`config.mk`:
```
export PLATFORM = sky130hd
export DESIGN_NAME = pipe_stage_skid
export DESIGN_NICKNAME = d
export VERILOG_FILES = /design/src/rtl/pipe_stage_skid.sv
export SDC_FILE = /design/constraint.sdc
export NUM_CORES = 1
export LEC_CHECK = 0
export CORE_ASPECT_RATIO = 1.2
export CORE_MARGIN = 3
export CORE_UTILIZATION = 43
export CTS_BUF_LIST = sky130_fd_sc_hd__clkbuf_16
export CTS_CLUSTER_DIAMETER = 50
export DETAILED_ROUTE_END_ITERATION = 6
export PLACE_DENSITY = 0.77
export SLEW_MARGIN = 20
export SYNTH_ARGS = -nofsm -noshare
export SYNTH_HDL_FRONTEND = slang
export SYNTH_SLANG_ARGS = --single-unit
```
`constraint.sdc`:
```
create_clock -name clk_i -period 1.5 [get_ports clk_i]
set_input_delay 0.375 -clock clk_i [delete_from_list [all_inputs] [get_ports clk_i]]
set_output_delay 0.375 -clock clk_i [all_outputs]
set_load 0.05 [all_outputs]
```
`src/rtl/pipe_stage_skid.sv`:
```
// Elastic pipeline stage: valid/ready handshake with a two-entry skid buffer and sync flush.
// Optional stall/bubble/flush counters are built when PIPE_STAGE_SKID_PERF_EN is defined.
module pipe_stage_skid #(
    parameter int WIDTH      = 32,
    parameter bit FLUSH_ZERO = 1'b1,
    parameter int CNT_W      = 16
) (
    input  logic             clk_i,
    input  logic             rst_i,
    input  logic             flush_i,
    input  logic             in_valid_i,
    output logic             in_ready_o,
    input  logic [WIDTH-1:0] in_data_i,
    output logic             out_valid_o,
    input  logic             out_ready_i,
    output logic [WIDTH-1:0] out_data_o,
    output logic [1:0]       occupancy_o,
    output logic [CNT_W-1:0] stall_cnt_o,
    output logic [CNT_W-1:0] bubble_cnt_o,
    output logic [CNT_W-1:0] flush_cnt_o
);

    typedef enum logic [1:0] {
        EMPTY = 2'd0,
        ONE   = 2'd1,
        FULL  = 2'd2
    } state_t;

    state_t           r_state, w_state_nxt;
    logic [WIDTH-1:0] r_main, w_main_nxt;
    logic [WIDTH-1:0] r_skid, w_skid_nxt;
    logic             w_in_fire, w_out_fire;

    // Handshake outputs decode only from the state flops.
    assign out_valid_o = (r_state != EMPTY);
    assign in_ready_o  = (r_state != FULL);
    assign out_data_o  = r_main;
    assign occupancy_o = r_state;

    assign w_in_fire  = in_valid_i & in_ready_o;
    assign w_out_fire = out_valid_o & out_ready_i;

    always_ff @(posedge clk_i) begin
        if (rst_i) begin
            r_state <= EMPTY;
            r_main  <= '0;
            r_skid  <= '0;
        end else begin
            r_state <= w_state_nxt;
            r_main  <= w_main_nxt;
            r_skid  <= w_skid_nxt;
        end
    end

    always_comb begin
        w_state_nxt = r_state;
        w_main_nxt  = r_main;
        w_skid_nxt  = r_skid;
        case (r_state)
            EMPTY: begin
                if (w_in_fire) begin
                    w_state_nxt = ONE;
                    w_main_nxt  = in_data_i;
                end
            end
            ONE: begin
                if (w_in_fire && w_out_fire) begin
                    w_main_nxt = in_data_i;
                end else if (w_in_fire) begin
                    w_state_nxt = FULL;
                    w_skid_nxt  = in_data_i;
                end else if (w_out_fire) begin
                    w_state_nxt = EMPTY;
                end
            end
            FULL: begin
                if (w_out_fire) begin
                    w_state_nxt = ONE;
                    w_main_nxt  = r_skid;
                end
            end
            default: w_state_nxt = EMPTY;
        endcase
        // Squash overrides any handshake this cycle; arriving beat is dropped.
        if (flush_i) begin
            w_state_nxt = EMPTY;
            if (FLUSH_ZERO) begin
                w_main_nxt = '0;
                w_skid_nxt = '0;
            end
        end
    end

`ifdef PIPE_STAGE_SKID_PERF_EN
    logic [CNT_W-1:0] r_stall_cnt, r_bubble_cnt, r_flush_cnt;

    // Saturating counters; only reset clears them, flush does not.
    always_ff @(posedge clk_i) begin
        if (rst_i) begin
            r_stall_cnt  <= '0;
            r_bubble_cnt <= '0;
            r_flush_cnt  <= '0;
        end else begin
            if (out_valid_o && !out_ready_i && (r_stall_cnt != '1))
                r_stall_cnt <= r_stall_cnt + 1'b1;
            if (!out_valid_o && out_ready_i && (r_bubble_cnt != '1))
                r_bubble_cnt <= r_bubble_cnt + 1'b1;
            if (flush_i && (r_flush_cnt != '1))
                r_flush_cnt <= r_flush_cnt + 1'b1;
        end
    end

    assign stall_cnt_o  = r_stall_cnt;
    assign bubble_cnt_o = r_bubble_cnt;
    assign flush_cnt_o  = r_flush_cnt;
`else
    assign stall_cnt_o  = '0;
    assign bubble_cnt_o = '0;
    assign flush_cnt_o  = '0;
`endif

endmodule
```
# Yosys cells after proc, flatten, opt, wreduce, memory -nomap -nowiden
# Cells that the tools add are included.
# W data, S select, Z words.
# classes
mux	10
eq_ne	8
magnitude_cmp	0
shift	0
addsub	0
n_mul	0
reduce_logical	8
n_bitwise	3
div_mod_pow	0
# op_table
operator	count
$mux W32	3
$pmux W32 S3	1
$mux W2	5
$ne A2 B2 Y1 const B	5
$reduce_and A4 Y1	2
$pmux W2 S3	1
$ne A3 B3 Y1 const B	1
$reduce_and A3 Y1	1
$reduce_bool A3 Y1	1
$and A1 B1 Y1	2
$eq A2 B1 Y1 const B	1
$eq A2 B2 Y1 const B	1
$logic_not A2 Y1	1
$reduce_bool A2 Y1	1
$reduce_or A2 Y1	1
$logic_and A1 B1 Y1	1
$not A1 Y1	1
# totals
ff_bits	66
ramBits	0
rom_bits	0
inputBits	37
n_memories	0
wordCells	32
out_inout_bits	84
latch_bits	0

# Logic depth before layout (Yosys ltp)
# Gate-level depths: netlist (run 1).
# depth
depth_word	6
mapped_depth	5
depth_no_buf	3

# Least setup slack after synthesis (run 1)
# Ideal clock, no wire load.
# synth_path
path_kind	register to register
from	register r_state[0], in the netlist occupancy_o[0]
to	register r_main[27], in the netlist out_data_o[27]
setup_slack_ns	-0.246
period_less_slack_ns	1.746
path_buffers	2
stages_incl_launch_ff	6
arrival_ns	1.600
path_cell_list	dfxtp_1 > nand2b_1 > buf_6 > buf_4 > mux2i_1 > a211oi_2
# synth_between
elab_chain_len	5
elab_cells_between_ends	14
# synth_lines
item	line	rtl
start, declared	29	state_t r_state, w_state_nxt;
start signal, assigned	49	r_state <= w_state_nxt;
$ne A2 B2 Y1 (*)	36	assign in_ready_o = (r_state != FULL);
via in_ready_o	12	output logic in_ready_o,
$and A1 B1 Y1 (*)	40	assign w_in_fire = in_valid_i & in_ready_o;
$logic_and A1 B1 Y1	67	if (w_in_fire && w_out_fire) begin
$ne A2 B2 Y1 (no line)	--	
$reduce_and A4 Y1 (no line) (*)	--	
end signal, assigned	50	r_main <= w_main_nxt;
end, declared	30	logic [WIDTH-1:0] r_main, w_main_nxt;
# The timed path passes the listed nets; every way through them passes the cells marked *.
# A chain may end at the register's enable or synchronous reset.

# Worst setup path after layout (run 1)
# layout_path
from	register r_state[0], in the netlist occupancy_o[0]
to	output port in_ready_o
# layout_between
elab_chain_len	1
# layout_lines
item	line
$ne A2 B2 Y1	36
end, declared	12
# No other way between the ends.

==> results of run 1 <==
## worst min-delay path: cells and delay by family, from the launching register on
family           cells  cell delay [ns]
AO/OA/AOI/OAI        1             0.05
flip-flops           1             0.30
AND/OR/NAND/NOR      1             0.05
## timing repair
action                                  CTS  global route
pin swaps                                 1             0
endpoints found under the setup margin   66             3
gates cloned                              2             0
buffers inserted                          3             2
gates resized for setup                  16             3
## worst min path at each step
stage	to	slack, ns	depth (start not counted)
5_1_grt	r_skid[16]	0.47	2
6_report	r_skid[12]	0.45	2
3_3_place_gp	r_skid[12]	0.44	2
3_5_place_dp	r_skid[12]	0.45	2
4_1_cts	r_skid[12]	0.45	2
2_1_floorplan	r_skid[0]	0.44	2
## per-stage QoR
step | power [mW] | instances | hold WS [ns]
final | 4.88 | 522 | 0.452
after global routing | 5.05 | 522 | 0.466
after CTS | 4.90 | 520 | 0.453
after detailed placement | 2.90 | 499 | 0.446
after global placement | 2.89 | 499 | 0.441
after floorplan | 2.63 | 405 | 0.436
## layer usage
| layer | wire length, µm | track usage [%] | part of all wire [%] | up-vias |
|---|---|---|---|---|
| met4 | 199 | 10.4 | 2.3 | 0 |
| met3 | 630 | 3.44 | 7.3 | 18 |
| met5 | 0 | 0 | 0 | - |
| met1 | 3380 | 23.7 | 39 | 1327 |
| met2 | 4430 | 32.2 | 51 | 146 |
| li1 | - | - | - | 1302 |
## cell type report
type / count / area (µm²)
fill: 559 / 2650
multi-input combinational: 258 / 1720
sequential: 66 / 1330
timing repair buffer: 92 / 1310
clock buffer: 9 / 225
tap: 90 / 113
clock inverter: 7 / 60.1
## layout by cell type (no fill, tap or decap), types with 2 or more instances in the layout
cell type,n
clkbuf_16,9
a21o_4,2
dfxtp_4,2
a211oi_1,33
clkinv_1,3
conb_1,48
buf_8,2
buf_6,4
dfxtp_1,64
a211oi_2,31
nand2_1,65
mux2i_1,32
buf_4,10
a21oi_2,2
clkinv_2,2
a21oi_1,31
clkdlybuf4s50_1,34
buf_12,40
dlygate4sd2_1,2
## sequential cells by signal, indices dropped and copies added, names as in the netlist
| name | flops |
|---|---|
| occupancy_o | 2 |
| out_data_o | 32 |
| r_skid | 32 |
## cell families after synthesis
group | count (synthesis) | synth area share (%)
flops | 66 | 39.3
simple gates | 76 | 9.64
mux | 32 | 9.53
other cells | 1 | 0.112
compound gates | 101 | 24.8
buf+inv | 82 | 16.6
## power groups by stage
stage	registers [mW]	logic, mW	clock network (mW)
2_1_floorplan	2.01	0.623	0
3_3_place_gp	1.89	0.994	0
3_5_place_dp	1.90	1.01	0
4_1_cts	1.86	1.03	2.01
5_1_grt	1.86	1.09	2.10
6_report	1.86	1.04	1.98
==> impl_metrics.json, run 1 <==
{
  "fin_crit_sh_pct": 99.8,
  "skew_ns": 0.00559,
  "holdCritPathClass": "flip-flop to flip-flop",
  "globalplace.congestion": 0.763,
  "synth_top_area_cell": "dfxtp_1",
  "ys_seq_area_share_pct": 39.3,
  "clk_pin_slew_ns": 0.05,
  "gr-usage-all-layers_pct": 19.3,
  "place_hpwl_um": 5510,
  "hp-start": "r_skid[12]",
  "yosysWarnings": 0,
  "dr.pass1.iters": 4,
  "drv_slew": 0,
  "critPathCaptureType": "output port",
  "share_comb_of_total_power_pct": 21.3,
  "path_cells": "nand2b_4 -> buf_12 -> buf_12",
  "rows": 34,
  "synth_edf_count": 0,
  "synth_cells": 358,
  "wl_per_cell_um": 16.6,
  "power_leakage_nw": 1.96,
  "ant_nets": 0,
  "fin_util_pct": 64.2,
  "clock_latency_ns": 0.32,
  "maxCapViolCount": 0,
  "crit_path_start": "occupancy_o[0]",
  "fin_area_mm2": 0.00475,
  "finalNetCount": 464,
  "pre_cts_ws_ns": -0.443,
  "synth-seq-cells": 66,
  "power_frac_seq_pct": 38.0,
  "r2r_slack_ns": 0.07,
  "power_density_mw_per_mm2": 1030,
  "setup_slack_ns": 0.00230,
  "num_antenna_cells": 0,
  "start_util_pct": 45.4,
  "port_buffers": 72,
  "die_h_um": 103,
  "drcViolationCount": 0,
  "grt_max_degree": 38,
  "final-setup-viol-count": 0,
  "synth_most_common_cell": "dfxtp_1",
  "synthDistinctLibCells": 24,
  "rsz0062_at_grt": "yes",
  "cts_num_sinks": 66,
  "synth_area_mm2": 0.00336,
  "ctsHoldBuffers": 0,
  "crit_path_max_incr_delay_ns": 0.36,
  "die_x_um": 86.7,
  "status": "completed",
  "p_sw_mw": 1.44,
  "r2r_cells": 6,
  "drive_above_1_share_pct": 25.7,
  "syn_avg_cell_area_um2": 9.39,
  "core_area_mm2": 0.00740,
  "cp_max_fo": 6,
  "irDropWorstVdd_mv": 0.807,
  "viasPerCell": 5.35,
  "crit_slowest_cell": "dfxtp_4",
  "clkPwrFrac_pct": 40.6,
  "endpoint": "in_ready_o",
  "via_count": 2793,
  "grt_pass1_vias": 2640,
  "areaGrowthSynthToFinish_pct": 41.4,
  "tritoncts.num_buffers": 9,
  "crit_path_start_kind": "flip-flop",
  "worst_path_dominant_cell_family": "flip-flops",
  "num_io_pins": 121,
  "synth_top_cells_by_count": "66 x dfxtp_1, 65 x nand2_1, 51 x buf_4",
  "arrival_ns": 1.12,
  "dpl_cell_area_mm2": 0.00435,
  "synth_top_area_share_pct": 39.3,
  "synth.area.top_cells": "dfxtp_1 39%, buf_4 11%, a211oi_2 11%",
  "drtIter0Drc": 154,
  "clock_path_buffers": 2,
  "intPower_mw": 3.44,
  "routed_wl_um": 8640,
  "grt_overflow": 0,
  "cts.htree.levels": 3,
  "antenna_found_initial": 0,
  "cts_tree": "done",
  "max_freq_mhz": 668,
  "crit_top_cell": "buf_12",
  "r2r-start": "occupancy_o[1]",
  "grt_pass1_wl_um": 13300,
  "hold_viol": 0,
  "die_area_mm2": 0.00892,
  "min_period_ns": 1.50,
  "synth-main-ff-cell": "dfxtp_1",
  "r2r-end": "r_skid[17]",
  "path_depth": 3,
  "path_buf_inv": 2,
  "cts.root.buffer_cell": "clkbuf_16",
  "p_sw_share_pct": 29.5,
  "tns_ns": 0,
  "async_flop_share_pct": 0,
  "worstSetupPathType": "flip-flop to output port",
  "crit_required_ns": 1.12
}
(Power assumes the default switching activity.)
==> run 2, diff against run 1 <==
--- a/config.mk
+++ b/config.mk
@@ -6,7 +6,7 @@
 export NUM_CORES = 1
 export LEC_CHECK = 0
 export CORE_ASPECT_RATIO = 1.2
-export CORE_MARGIN = 3
+export CORE_MARGIN = 2
 export CORE_UTILIZATION = 43
 export CTS_BUF_LIST = sky130_fd_sc_hd__clkbuf_16
 export CTS_CLUSTER_DIAMETER = 50
==> impl_metrics.json, run 2 (synthesized netlist as in run 1, its figures left out) <==
{
  "place_hpwl_um": 5320,
  "cts_tree": "done",
  "wl_per_cell_um": 16.3,
  "core_area_mm2": 0.00762,
  "port_buffers": 72,
  "endpoint": "out_valid_o",
  "power_frac_seq_pct": 36.4,
  "crit_required_ns": 1.12,
  "fin_util_pct": 62.7,
  "grt_max_degree": 40,
  "clock_path_buffers": 2,
  "clkPwrFrac_pct": 43.3,
  "cts.root.buffer_cell": "clkbuf_16",
  "regArea_mm2": 0.00133,
  "min_period_ns": 1.48,
  "grt_pass1_wl_um": 13500,
  "p_sw_mw": 1.47,
  "areaGrowthSynthToFinish_pct": 42.2,
  "die_area_mm2": 0.00854,
  "fin_hold_ws_ns": 0.454,
  "final_common_cell": "nand2_1",
  "p_sw_share_pct": 28.9,
  "rsz0062_at_grt": "no",
  "r2r_cells": 6,
  "die_x_um": 84.7,
  "antenna_found_initial": 0,
  "clock_latency_ns": 0.32,
  "irDropWorstVdd_mv": 0.683,
  "grt_overflow": 0,
  "grt_pass1_vias": 2679,
  "hold_viol": 0,
  "share_comb_of_total_power_pct": 20.4,
  "fin_area_mm2": 0.00478,
  "max_freq_mhz": 678,
  "maxCapViolCount": 0,
  "final-setup-viol-count": 0,
  "gr-usage-all-layers_pct": 20.0,
  "cts_num_sinks": 66,
  "skew_ns": 0.00448,
  "r2r-start": "occupancy_o[1]",
  "r2r_slack_ns": 0.11,
  "dpl_cell_area_mm2": 0.00436,
  "num_io_pins": 121,
  "clk_pin_slew_ns": 0.05,
  "viasPerCell": 5.25,
  "finalNetCount": 464,
  "crit_path_start_kind": "flip-flop",
  "via_count": 2749,
  "cp_max_fo": 5,
  "globalplace.congestion": 0.758,
  "power_leakage_nw": 1.97,
  "arrival_ns": 1.10,
  "rows": 35,
  "drv_slew": 0,
  "die_h_um": 101,
  "intPower_mw": 3.63,
  "worstSetupPathType": "flip-flop to output port",
  "power_density_mw_per_mm2": 1070,
  "status": "completed",
  "drcViolationCount": 0,
  "fin_crit_sh_pct": 98.4,
  "nFillCells": 601,
  "cts.htree.levels": 3,
  "tritoncts.num_buffers": 9,
  "dr.pass1.iters": 4,
  "final_cell_mix": "65 x nand2_1, 64 x dfxtp_1, 48 x conb_1",
  "crit_path_start": "occupancy_o[1]",
  "start_util_pct": 44.1,
  "r2r-end": "r_skid[26]",
  "critPathCaptureType": "output port",
  "num_antenna_cells": 0,
  "holdCritPathClass": "flip-flop to flip-flop",
  "routed_wl_um": 8530,
  "drtIter0Drc": 168,
  "ant_nets": 0,
  "drive_above_1_share_pct": 25.7,
  "multi_input_area_mm2": 0.00171
}
==> run 2: worst min-delay path by stage <==
stage	start	end	slack (ns)	cells after the start
2_1_floorplan	r_skid[0]	r_skid[0]	0.44	2
3_3_place_gp	r_skid[4]	r_skid[4]	0.44	2
3_5_place_dp	r_skid[29]	r_skid[29]	0.45	2
6_report	r_skid[29]	r_skid[29]	0.45	2
4_1_cts	r_skid[1]	r_skid[1]	0.45	2
5_1_grt	r_skid[8]	r_skid[8]	0.47	2
==> run 2: per-stage QoR <==
stage / setup WS [ns] / TNS, ns / cells / total power [mW]
final: 0.0240 / 0 / 524 / 5.10
after global routing: 0.00467 / 0 / 524 / 5.27
after CTS: 0.0175 / 0 / 525 / 5.14
after detailed placement: -0.467 / -25.88 / 502 / 2.90
after global placement: -0.400 / -22.08 / 502 / 2.89
after floorplan: 0.0562 / 0 / 405 / 2.63
==> run 2: timing repair <==
action                                  in CTS  in global routing
gates cloned                                 2                  0
pin swaps                                    2                  0
hold buffers                                 0                  0
setup buffers                                5                  0
endpoints found under the setup margin      53                  2
resized for setup                           19                  1
==> run 2: layout make-up <==
cell class              instances  area share [%]
multi-input cells             258            35.9
flip-flops and latches         66            27.8
repair buffers                 92            27.3
clock buffers                   9            4.71
well taps                      92            2.41
clock inverters                 7            1.94
==> run 2: power by group through the flow <==
stage / clock network (mW) / logic (mW) / registers [mW]
final: 2.21 / 1.04 / 1.86
after detailed placement: 0 / 1.01 / 1.89
after floorplan: 0 / 0.623 / 2.01
after global routing: 2.33 / 1.08 / 1.86
after CTS: 2.24 / 1.04 / 1.85
after global placement: 0 / 0.993 / 1.89
==> run 2: worst max-delay path, cell delays in order (launching register included) <==
cell and delay [ns]:
dfxtp_4 0.36, or2_4 0.27, buf_8 0.15
==> run 2: routing by layer <==
layer | global-route usage, % | vias to the layer above | part of all wire, %
li1 | - | 1307 | -
met1 | 25.3 | 1305 | 40
met2 | 33.7 | 129 | 52
met3 | 3.44 | 8 | 6.6
met4 | 8.18 | 0 | 1.3
met5 | 0 | - | 0
